`src/rtl/sequence_pkg.sv`:
```
// Shared definitions for the VeriRISC sequence controller: opcode encodings,
// the phase/state encoding and the opcode classification helper.
package sequence_pkg;

    localparam logic [2:0] HLT = 3'd0;
    localparam logic [2:0] SKZ = 3'd1;
    localparam logic [2:0] ADD = 3'd2;
    localparam logic [2:0] AND = 3'd3;
    localparam logic [2:0] XOR = 3'd4;
    localparam logic [2:0] LDA = 3'd5;
    localparam logic [2:0] STO = 3'd6;
    localparam logic [2:0] JMP = 3'd7;

    // P0..P7 share their encoding with the phase number so phase can be sliced off
    typedef enum logic [3:0] {
        P0     = 4'd0,
        P1     = 4'd1,
        P2     = 4'd2,
        P3     = 4'd3,
        P4     = 4'd4,
        P5     = 4'd5,
        P6     = 4'd6,
        P7     = 4'd7,
        WAIT   = 4'd8,
        HALTED = 4'd9
    } state_e;

    function automatic logic is_aluop(input logic [2:0] op);
        return (op == ADD) || (op == AND) || (op == XOR) || (op == LDA);
    endfunction

endpackage

```
`src/rtl/sequence_controller.sv`:
```
// VeriRISC instruction sequencer: steps each instruction through eight phases,
// with single-step parking, a sticky halt and a retired-instruction counter.
module sequence_controller
    import sequence_pkg::*;
#(
    parameter int OP_W  = 3,
    parameter int CNT_W = 16
) (
    input  logic             clk,
    input  logic             rst,
    input  logic [OP_W-1:0]  opcode,
    input  logic             zero,
    input  logic             step_mode,
    input  logic             step_req,
    output logic             sel,
    output logic             rd,
    output logic             ld_ir,
    output logic             inc_pc,
    output logic             halt,
    output logic             ld_pc,
    output logic             data_e,
    output logic             ld_ac,
    output logic             wr,
    output logic [2:0]       phase,
    output logic             waiting,
    output logic [CNT_W-1:0] instr_count
);

    state_e           state_q, state_d;
    logic [CNT_W-1:0] count_q, count_d;
    logic             retire;
    logic             aluOp, skzTaken, isHlt, isSto, isJmp;

    assign aluOp    = is_aluop(opcode);
    assign isHlt    = (opcode == HLT);
    assign isSto    = (opcode == STO);
    assign isJmp    = (opcode == JMP);
    assign skzTaken = (opcode == SKZ) && zero;

    // Next-state selection; retire marks the edge on which an instruction completes
    always_comb begin
        state_d = state_q;
        retire  = 1'b0;
        case (state_q)
            P0:      state_d = step_mode ? WAIT : P1;
            P1:      state_d = P2;
            P2:      state_d = P3;
            P3:      state_d = P4;
            P4: begin
                if (isHlt) begin
                    state_d = HALTED;
                    retire  = 1'b1;
                end else begin
                    state_d = P5;
                end
            end
            P5:      state_d = P6;
            P6:      state_d = P7;
            P7: begin
                state_d = step_mode ? WAIT : P0;
                retire  = 1'b1;
            end
            // Fetch address is already on the bus while parked, so resume at P1
            WAIT:    state_d = (step_req || !step_mode) ? P1 : WAIT;
            HALTED:  state_d = HALTED;
            default: state_d = P0;
        endcase
    end

    assign count_d = retire ? count_q + CNT_W'(1) : count_q;

    always_ff @(posedge clk) begin
        if (rst) begin
            state_q <= P0;
            count_q <= '0;
        end else begin
            state_q <= state_d;
            count_q <= count_d;
        end
    end

    // Strobes decode from the registered phase plus the live opcode/zero inputs
    always_comb begin
        sel     = 1'b0;
        rd      = 1'b0;
        ld_ir   = 1'b0;
        inc_pc  = 1'b0;
        halt    = 1'b0;
        ld_pc   = 1'b0;
        data_e  = 1'b0;
        ld_ac   = 1'b0;
        wr      = 1'b0;
        waiting = 1'b0;
        phase   = 3'(state_q);
        case (state_q)
            P0:      sel = 1'b1;
            P1: begin
                sel = 1'b1;
                rd  = 1'b1;
            end
            P2, P3: begin
                sel   = 1'b1;
                rd    = 1'b1;
                ld_ir = 1'b1;
            end
            P4: begin
                inc_pc = 1'b1;
                halt   = isHlt;
            end
            P5:      rd = aluOp;
            P6: begin
                rd     = aluOp;
                inc_pc = skzTaken;
                ld_pc  = isJmp;
                data_e = isSto;
            end
            P7: begin
                rd     = aluOp;
                ld_ac  = aluOp;
                ld_pc  = isJmp;
                wr     = isSto;
                data_e = isSto;
            end
            WAIT: begin
                sel     = 1'b1;
                waiting = 1'b1;
                phase   = 3'd0;
            end
            HALTED: begin
                halt  = 1'b1;
                phase = 3'd4;
            end
            default: phase = 3'd0;
        endcase
    end

    assign instr_count = count_q;

endmodule

```
`config.mk`:
```
export PLATFORM = sky130hd
export DESIGN_NAME = sequence_controller
export DESIGN_NICKNAME = d
export VERILOG_FILES = /design/src/rtl/sequence_pkg.sv /design/src/rtl/sequence_controller.sv
export SDC_FILE = /design/constraint.sdc
export NUM_CORES = 1
export LEC_CHECK = 0
export ABC_AREA = 1
export CORE_MARGIN = 1.5
export CORE_UTILIZATION = 46
export CTS_CLUSTER_SIZE = 12
export DETAILED_ROUTE_END_ITERATION = 7
export PLACE_DENSITY = 0.86
export SLEW_MARGIN = 5
export SYNTH_ARGS = -nofsm -noshare
export SYNTH_HDL_FRONTEND = slang
export SYNTH_SLANG_ARGS = --single-unit
```
`constraint.sdc`:
```
create_clock -name clk -period 1.9 [get_ports clk]
set_input_delay 0.285 -clock clk [delete_from_list [all_inputs] [get_ports clk]]
set_output_delay 0.285 -clock clk [all_outputs]
set_load 0.05 [all_outputs]
```
==> run metrics, run 1 <==
status completed; Total Routing Usage GR 0.2165; Synth top area share 0.3245; Post CTS Setup Buffer Count 0; die footprint 0.003001 mm²; CTS Root Cell clkbuf_4; Die Width 54.79 µm; Synth area leaders dfxtp_1 (32%), nand2_1 (14%), inv_1 (11%), nor2_1 (8.8%), nand3_1 (6.9%); TritonCTS clock tree done; crit share post-route 0.9707; Crit Path Max Fanout 5; Placement Cell Area 0.001724 mm²; vias approximately 1.4k; Synth Warn # 0; Top delay family on crit path buffers and inverters; violation count after the first detailed-route iteration 27; post-layout instance area 0.001778 mm²; post-synthesis sequential area ratio 0.3245; Starting Density 0.4935; worst path required time roughly 1.6 ns; CP max stage delay 0.83 ns; CTS H-tree lvls 1; fmax 542.2 MHz; Avg Cell Area, Syn 6.077 µm²; synthesized area 0.001234 mm²; max-cap violations 0; drt drc 0; critical path startpoint category flop; total core area 0.002500 mm²; slowest stage cell, crit path clkdlybuf4s50_1; Synthesized Nets 212; Crit. End Element primary output; detailed placement HPWL 2.243 mm; maximum clock path buffer count 2; largest net degree at the start of global routing 31; drt total wl 3.021 mm; CP Class flop to primary output; clock latency on the worst-skew pair 0.30 ns; clock-pin slew on the worst setup and hold paths 0.11 ns; worst hold path type flop to flop; Leak 0.9301 nW; CP arrival 1.56 ns; Peak supply drop 0.6672 mV; post-route ant nets 0; top routing layer used met4; Cell Chain, Critical Path clkdlybuf4s50_1; Rel. slew slack 0.6587; CTS Buf Count 3; Area growth, synth to finish 44.12%; final setup fails 0; initial antenna violation count 0; Clock Skew approximately 0.00044 ns; Routed met2 length 1.451 mm; RSZ-0062 raised after global routing false; CTS sink count 20; area leader, netlist dfxtp_1; Tmin final 1.844 ns; synth unique cells 23; global-route wire length before repair approximately 4.7 mm; Power Dens Cells between 600 and 700 mW/mm²; #FFs+latches synth 20; Bufs and invs on worst path 1; Vias/cell 5.151; share of layout cells above drive strength 1 0.1286; FP Rows 18; vias in the first global route 1109; count of final hold-check violations 0; met3 WL post-DR 150 µm; Gate Count Post-Synth 203; Die Y 54.79 µm; total congestion overflow 0; Final Max Tran Viols 0; # port buffers 36; detailed-route wire length per cell 11.15 µm; RD Place Congestion 0.9299; nets@finish 251; measured slew at the worst slew-check pin 0.5111 ns; diode count 0; setup_tns 0 ns; Pre-Repair DR Iteration Count 4; top-level port count 37; met1 wire length 1.403 mm
## cell usage in the layout (no fill, tap or decap)
master           count
nand2_1             47
inv_1               36
nor2_1              28
dfxtp_1             20
nand3_1             17
clkdlybuf4s50_1     16
a21oi_1             12
nand4_1             11
buf_12              10
o21ai_0              8
dlymetal6s2s_1       7
buf_4                5
inv_2                3
nor3_1               3
clkbuf_4             3
nor2_2               2
nand2_2              2
nor3_2               2
nor2_4               1
o21ai_1              1
xnor2_1              1
o2111ai_1            1
or2_2                1
nor3_4               1
nand3b_1             1
ha_1                 1
clkbuf_8             1
## report_power, final
group / leakage, nW / switching (mW) / internal [mW]
registers: 0.162 / 0.0232 / 0.435
logic: 0.748 / 0.261 / 0.156
clock network: 0.0210 / 0.131 / 0.117
total: 0.930 / 0.415 / 0.709
## Yosys cell counts
master / count
buf_2: 1
nor2_1: 29
nor2_4: 1
o21ai_0: 9
nand3_1: 17
inv_1: 36
buf_4: 1
buf_1: 1
ha_1: 1
a21oi_1: 12
xnor2_1: 1
nand2_1: 47
dfxtp_1: 20
buf_6: 1
or2_2: 1
nand2_2: 2
nand3b_1: 1
o2111ai_1: 1
nor3_1: 5
nor3_4: 1
nand4_1: 11
inv_2: 3
nor2_2: 1
## per-stage QoR
step,util,cells,worst slack (ns),hold slack (ns),power (mW)
after floorplan,-,203,0.0009039,0.3541,0.7168
final,0.7112,271,0.05575,0.5135,1.124
after global placement,0.6897,267,0.1776,0.4880,0.8759
after detailed placement,0.6897,267,0.1477,0.4842,0.8842
after global routing,0.7112,271,0.001532,0.5566,1.175
after CTS,0.7042,271,0.02617,0.5240,1.129
## kinds of logic (layout without fill, tap and decap cells)
group | count (synthesis) | in the layout | synth area share
adders and majority gates | 1 | 1 | 0.01014
AOI/OAI and AO/OA | 22 | 22 | 0.09229
buffers and inverters | 43 | 81 | 0.1410
DFF | 20 | 20 | 0.3245
and+or+nand+nor | 116 | 116 | 0.4250
xor gates and xnor gates | 1 | 1 | 0.007101
## what timing repair did
| action | CTS | global route |
|---|---|---|
| gates resized for setup | 0 | 7 |
| hold buffers | 0 | 0 |
| setup endpoints to repair | 0 | 7 |
## worst reg2reg max path, cell delays in order (launching register included)
cell and delay, ns:
dfxtp_1 0.40, ha_1 0.21, nand2_1 0.06, inv_1 0.10
nand2_1 0.12, nor2_2 0.32, nand2_1 0.08, o21ai_0 0.14
nor2_1 0.05
## final timing paths
kind	slack, ns	depth (start not counted)	from	end
setup / recovery	0.06	1	instr_count[8]	instr_count[8]
hold / removal	0.51	1	instr_count[0]	instr_count[0]
hold reg to reg	0.51	1	instr_count[0]	instr_count[0]
setup reg to reg	0.32	8	instr_count[0]	instr_count[8]
## routing by layer
layer,GRT usage,vias up
met5,0,-
met3,0.07377,2
met2,0.3512,36
met1,0.2741,635
met4,0.05000,0
li1,-,723
## layout make-up
type	instances	area, µm²
fillers	208	721.9
inverters	39	146.4
flip-flops and latches	20	400.4
multi-input cells	140	671.9
repair buffers	38	485.5
well taps	30	37.54
clock buffers	4	36.28
## registers in the layout, indices dropped and copies added, names as in the netlist
name,count
instr_count,16
state_q,4
Note: power is estimated with default switching activity, not from simulation.
==> run 2: changes to the inputs <==
--- a/config.mk
+++ b/config.mk
@@ -6,7 +6,7 @@
 export NUM_CORES = 1
 export LEC_CHECK = 0
 export ABC_AREA = 1
-export CORE_MARGIN = 1.5
+export CORE_MARGIN = 2
 export CORE_UTILIZATION = 46
 export CTS_CLUSTER_SIZE = 12
 export DETAILED_ROUTE_END_ITERATION = 7
==> constraint.sdc (replaced) <==
create_clock -name clk -period 1.9 [get_ports clk]
set_input_delay 0.285 -clock clk [delete_from_list [all_inputs] [get_ports clk]]
set_output_delay 0.285 -clock clk [all_outputs]
set_load 0.02 [all_outputs]
==> run 2 against run 1 <==
Effect of this change: die area rose by 3.7%; non-clock buffer count up 6; register-to-register slack lost 0.02 ns; via count hardly changed; largest cell class unchanged; highest routed layer unchanged.
==> run metrics, run 2 (synthesis gave the netlist of run 1 again) <==
cells resized by post-CTS repair 11 (+11); status completed; Total Routing Usage GR 0.2031 (-0.01336); final setup fails 0 (unchanged); Bufs and invs on worst path 2 (+1); share of layout cells above drive strength 1 0.09312 (-0.03551); worst hold path type flop to flop; Clk network pwr share 0.329 (+0.108); CTS sink count 20 (unchanged); P_int 754.3 µW (+6.4%); drt drc 0 (unchanged); TritonCTS clock tree done; Crit. End Element primary output; most frequent cells in the layout nand2_1 (47), inv_1 (36), nor2_1 (29); number of flip-flops in the largest register 16 (unchanged); die footprint 0.003112 mm² (+3.7%); hold path cells 1 (unchanged); FP Rows 18 (unchanged); CP arrival 1.51 ns (-0.05 ns); total core area 0.002500 mm² (unchanged); nets@finish 257 (+2.4%); hold_sp instr_count[0]; violation count after the first detailed-route iteration 41 (+52%); Peak supply drop 0.7319 mV (+9.7%); detailed placement HPWL 2.223 mm (-0.87%); Sw Ratio 0.2986 (-0.07076); Top delay family on crit path buffers and inverters; slowest stage cell, crit path clkdlybuf4s50_1; Die Y 55.79 µm (+1.8%); CTS Hold Buffers Added 0 (unchanged); post-route ant nets 0 (unchanged); total congestion overflow 0 (unchanged); clock-pin slew on the worst setup and hold paths 0.12 ns (about the same); Psw 321.0 µW (-23%); max-cap violations 0 (unchanged); detailed-route wire length per cell 10.55 µm (-5.4%); CTS Root Cell clkbuf_4; RD Place Congestion 0.8546 (-8.1%); Filler cells 209 (+0.48%); CTS H-tree lvls 1 (unchanged); count of final hold-check violations 0 (unchanged); Post CTS Setup Buffer Count 0 (unchanged); critical path startpoint category flop; pre-CTS setup slack -0.1712 ns (-0.3189 ns); # port buffers 36 (unchanged); fmax 558.3 MHz (+3.0%); vias 1397 (+0.072%); maximum clock path buffer count 2 (unchanged); largest net degree at the start of global routing 20 (-35%); Tmin final 1.791 ns (-0.05300 ns); top-level port count 37 (unchanged); worst path required time 1.62 ns (about the same); global-route wire length before repair 5.195 mm (+11%); Vias/cell 5.043 (-2.1%); measured slew at the worst slew-check pin 0.4771 ns (-0.03394 ns); CP max stage delay 0.60 ns (-0.23 ns); CP Class flop to primary output; r2r worst-path depth 8 (unchanged); Rel. slew slack 0.6816 (+0.02283); diode count 0 (unchanged); Pre-Repair DR Iteration Count 4 (unchanged); WHS Endpoint instr_count[0]; Leak 0.8354 nW (-10%); RSZ-0062 raised after global routing false; Power Total 1.075 mW (-4.3%); Crit Path Max Fanout 5 (unchanged); Reg2Reg Setup Slack 0.30 ns (-0.02 ns); clock latency on the worst-skew pair 0.31 ns (about the same); Combinational Power Share 0.249 (-0.122); vias in the first global route 1251 (+13%); Power Dens Cells 628.7 mW/mm² (-0.52%); CTS Buf Count 3 (unchanged); reg2reg end instr_count[8]; Clock Skew 0.006321 ns (+0.005877 ns); crit share post-route 0.9428 (-0.02790); initial antenna violation count 0 (unchanged); Flop pwr share 0.422 (+0.014); Final Max Tran Viols 0 (unchanged); Cell Chain, Critical Path nand2_1 -> inv_1 -> clkdlybuf4s50_1; drt total wl 2.922 mm (-3.3%); commonest non-fill, non-tap cell in the layout nand2_1; Area growth, synth to finish 38.64%; Starting Density 0.4935 (unchanged); reg-to-reg startpoint instr_count[0]; worst setup margin 0.1088 ns (+0.05300 ns); Die Width 55.79 µm (+1.8%)
[run 2: layout make-up]
class                      instances  area, µm²  area share
clock inverter                     1      30.03     0.01756
tap                               30      37.54     0.02195
inverter                          39      146.4     0.08559
multi-input combinational        140      659.4      0.3855
sequential                        20      400.4      0.2341
clock buffer                       3      22.52     0.01317
timing repair buffer              44      414.1      0.2421
[run 2: worst register-to-register path: stages, from the launching register on]
cell and delay (ns):
dfxtp_1 0.42, ha_1 0.21, nand2_1 0.06, inv_1 0.10, nand2_1 0.10, nor2_2 0.31
nand2_1 0.08, o21ai_0 0.17, nor2_1 0.06
[run 2: worst max path at each step]
stage,to,start,cells past startpoint,slack (ns)
2_1_floorplan,instr_count[8],instr_count[0],8,0.38
3_3_place_gp,inc_pc,opcode[2],5,-0.14
3_5_place_dp,inc_pc,opcode[2],5,-0.17
4_1_cts,phase[0],state_q[0],3,0.03
5_1_grt,sel,state_q[0],4,0.0006
6_report,phase[1],state_q[1],3,0.11
[run 2: per-layer routing]
layer,up-vias,wire length [µm],track usage
li1,730,-,-
met1,628,1374,0.2702
met2,37,1355,0.3163
met3,2,167,0.05581
met4,0,24,0.06969
met5,-,0,0
[run 2: power by group through the flow]
stage          clock [mW]  combinational, mW  sequential [mW]
2_1_floorplan           0              0.165            0.462
3_3_place_gp            0              0.288            0.464
3_5_place_dp            0              0.291            0.463
4_1_cts             0.361              0.271            0.453
5_1_grt             0.377              0.299            0.457
6_report            0.353              0.267            0.454
[run 2: per-stage QoR]
step | setup TNS, ns | instance area, µm² | util | hold slack, ns | cells
final | 0 | 1710 | 0.6842 | 0.5192 | 277
after global routing | 0 | 1710 | 0.6842 | 0.5338 | 277
after detailed placement | -0.8396 | 1677 | 0.6707 | 0.4919 | 273
after CTS | 0 | 1715 | 0.6862 | 0.5244 | 277
after global placement | -0.6885 | 1677 | 0.6707 | 0.4843 | 273
after floorplan | 0 | 1234 | - | 0.3541 | 203
==> run 3: changes to the inputs <==
--- a/config.mk
+++ b/config.mk
@@ -7,10 +7,11 @@
 export LEC_CHECK = 0
 export ABC_AREA = 1
 export CORE_MARGIN = 2
-export CORE_UTILIZATION = 46
+export CORE_UTILIZATION = 56
 export CTS_CLUSTER_SIZE = 12
 export DETAILED_ROUTE_END_ITERATION = 7
-export PLACE_DENSITY = 0.86
+export DONT_BUFFER_PORTS = 1
+export PLACE_DENSITY = 0.79
 export SLEW_MARGIN = 5
 export SYNTH_ARGS = -nofsm -noshare
 export SYNTH_HDL_FRONTEND = slang
==> run 3 against run 2 <==
Effect of this change: first-iteration DRC count fell by 39%; critical path depth rose by 3; largest power group unchanged; wire length fell by 9.6%; power fell by 16%; setup slack improved by 0.061 ns; count of clock-buffer cells in the layout rose by 1; global-route usage rose by 1.5 points; sequential cell count did not move; non-clock buffer count fell by 35; critical path type unchanged; maximum frequency rose by 3.5%.
==> run metrics, run 3 (synthesis gave the netlist of run 1 again) <==
sequential cell area 400.4 µm² (unchanged); P_int 605.1 µW (-20%); # port buffers 0 (-100%); Filler cells 186 (-11%); Flop pwr share 0.509 (+0.087); Die Width 50.94 µm (-8.7%); post-route ant nets 0 (unchanged); top-level port count 37 (unchanged); r2r worst-path depth 8 (unchanged); most frequent cells in the layout nand2_1 (47), inv_1 (36), nor2_1 (29); TritonCTS clock tree done; largest net degree at the start of global routing 31 (+55%); commonest non-fill, non-tap cell in the layout nand2_1; Psw 294.5 µW (-8.3%); share of layout cells above drive strength 1 0.1038 (+0.01066); number of flip-flops in the largest register 16 (unchanged); Clk network pwr share 0.272 (-0.057); crit path capture ld_pc; crit path from state_q[3]; Clock Skew 0.007057 ns (+0.0007358 ns); clock latency on the worst-skew pair 0.30 ns (about the same); CP Class flop to primary output; area taken by multi-input logic gates 659.4 µm² (unchanged); RD Place Congestion 0.8964 (+4.9%); drt total wl 2.641 mm (-9.6%); total core area 0.002022 mm² (-19%); CTS sink count 20 (unchanged); hold_sp rst; die footprint 0.002594 mm² (-17%); Reg2Reg Setup Slack 0.32 ns (+0.02 ns); FP Rows 16 (-2); Rel. slew slack 0.6598 (-0.02175); nets@finish 222 (-14%); Starting Density 0.6101 (+0.1167); worst hold path type input port to flop; Crit. End Element primary output; Peak supply drop 0.4783 mV (-35%); Vias/cell 5.276 (+4.6%); CTS Hold Buffers Added 0 (unchanged); drt drc 0 (unchanged); RSZ-0062 raised after global routing false; worst path required time 1.62 ns (about the same); cells resized by post-CTS repair 0 (-11); initial antenna violation count 0 (unchanged); measured slew at the worst slew-check pin 0.5085 ns (+0.03135 ns); Crit Path Max Fanout 6 (+1); diode count 0 (unchanged); global-route wire length before repair 4.450 mm (-14%); CTS Buf Count 3 (unchanged); crit share post-route 0.9106 (-0.03211); Pre-Repair DR Iteration Count 4 (unchanged); clock-pin slew on the worst setup and hold paths 0.11 ns (about the same); detailed placement HPWL 2.063 mm (-7.2%); detailed-route wire length per cell 11.05 µm (+4.8%); Die Y 50.94 µm (-8.7%); setup_tns 0 ns (unchanged); fmax 578.0 MHz (+3.5%); count of final hold-check violations 0 (unchanged); vias 1261 (-9.7%); CTS H-tree lvls 1 (unchanged); critical path startpoint category flop; reg2reg end instr_count[9]; Post CTS Setup Buffer Count 0 (unchanged); Tmin final 1.730 ns (-0.06101 ns); post-layout util 0.6646 (-0.01958); status completed; total congestion overflow 0 (unchanged); Combinational Power Share 0.219 (-0.030); vias in the first global route 1133 (-9.4%); CTS Root Cell clkbuf_4; Leak 0.6521 nW (-22%); Total Routing Usage GR 0.2177 (+0.01457); reg-to-reg startpoint state_q[2]; final setup fails 0 (unchanged); violation count after the first detailed-route iteration 25 (-39%); Final Max Tran Viols 0 (unchanged); Area growth, synth to finish 8.925%; Sw Ratio 0.3274 (+0.02880); cell count after placement 235 (-14%); CP arrival 1.45 ns (-0.06 ns); Power Dens Cells 669.4 mW/mm² (+6.5%); max-cap violations 0 (unchanged); maximum clock path buffer count 2 (unchanged); Finished Layout Cells 239 (-14%)
## run 3: changes by cell type in the layout (fill, tap and decap cells not counted), sizes merged
cell / previous run / this run
dlygate4sd2: 9 / 0
clkbuf: 5 / 4
clkdlybuf4s50: 24 / 0
bufinv: 1 / 0
buf: 8 / 9
dlymetal6s2s: 1 / 0
## run 3: per-stage QoR
stage               power, mW  hold WS (ns)  setup slack (ns)  cell area (µm²)
finish                 0.8995       0.04368            0.1698             1344
global route           0.9569       0.01974           0.09669             1344
CTS                    0.9098       0.03480            0.1757             1344
detailed placement     0.6642        0.3588            0.3373             1308
global placement       0.6622        0.3551            0.4184             1308
floorplan              0.6277        0.3541            0.3833             1234
## run 3: how the worst min path moves through the flow
| stage | to | slack [ns] | depth (start not counted) |
|---|---|---|---|
| detailed placement | instr_count[6] | 0.36 | 1 |
| global route | instr_count[6] | 0.02 | 1 |
| finish | instr_count[6] | 0.04 | 1 |
| CTS | instr_count[6] | 0.03 | 1 |
| floorplan | instr_count[4] | 0.35 | 1 |
| global placement | instr_count[4] | 0.36 | 1 |
## run 3: layout make-up
cell class / count / area share
Tap cell: 27 / 0.02514
Multi-Input combinational cell: 140 / 0.4907
Clock buffer: 4 / 0.02700
Inverter: 39 / 0.1089
Sequential cell: 20 / 0.2980
Timing Repair Buffer: 9 / 0.05028
## run 3: per-layer routing
metal  up-vias  global-route usage  part of all wire
met1       551              0.2678              0.46
met4         0             0.05856            0.0045
li1        659                   -                 -
met5         -                   0                 0
met2        49              0.3701              0.46
met3         2             0.06140             0.078
## run 3: critical path, stage by stage, from the launching register on
cell	delay, ns
dfxtp_1	0.38
inv_2	0.08
nand2_1	0.06
inv_1	0.19
nand2_1	0.10
nor3_1	0.17
buf_4	0.17
## run 3: power by group through the flow
stage / combinational (mW) / clock (mW) / sequential, mW
detailed placement: 0.197 / 0 / 0.467
CTS: 0.198 / 0.254 / 0.457
floorplan: 0.165 / 0 / 0.462
finish: 0.197 / 0.245 / 0.457
global placement: 0.196 / 0 / 0.466
global route: 0.224 / 0.272 / 0.461
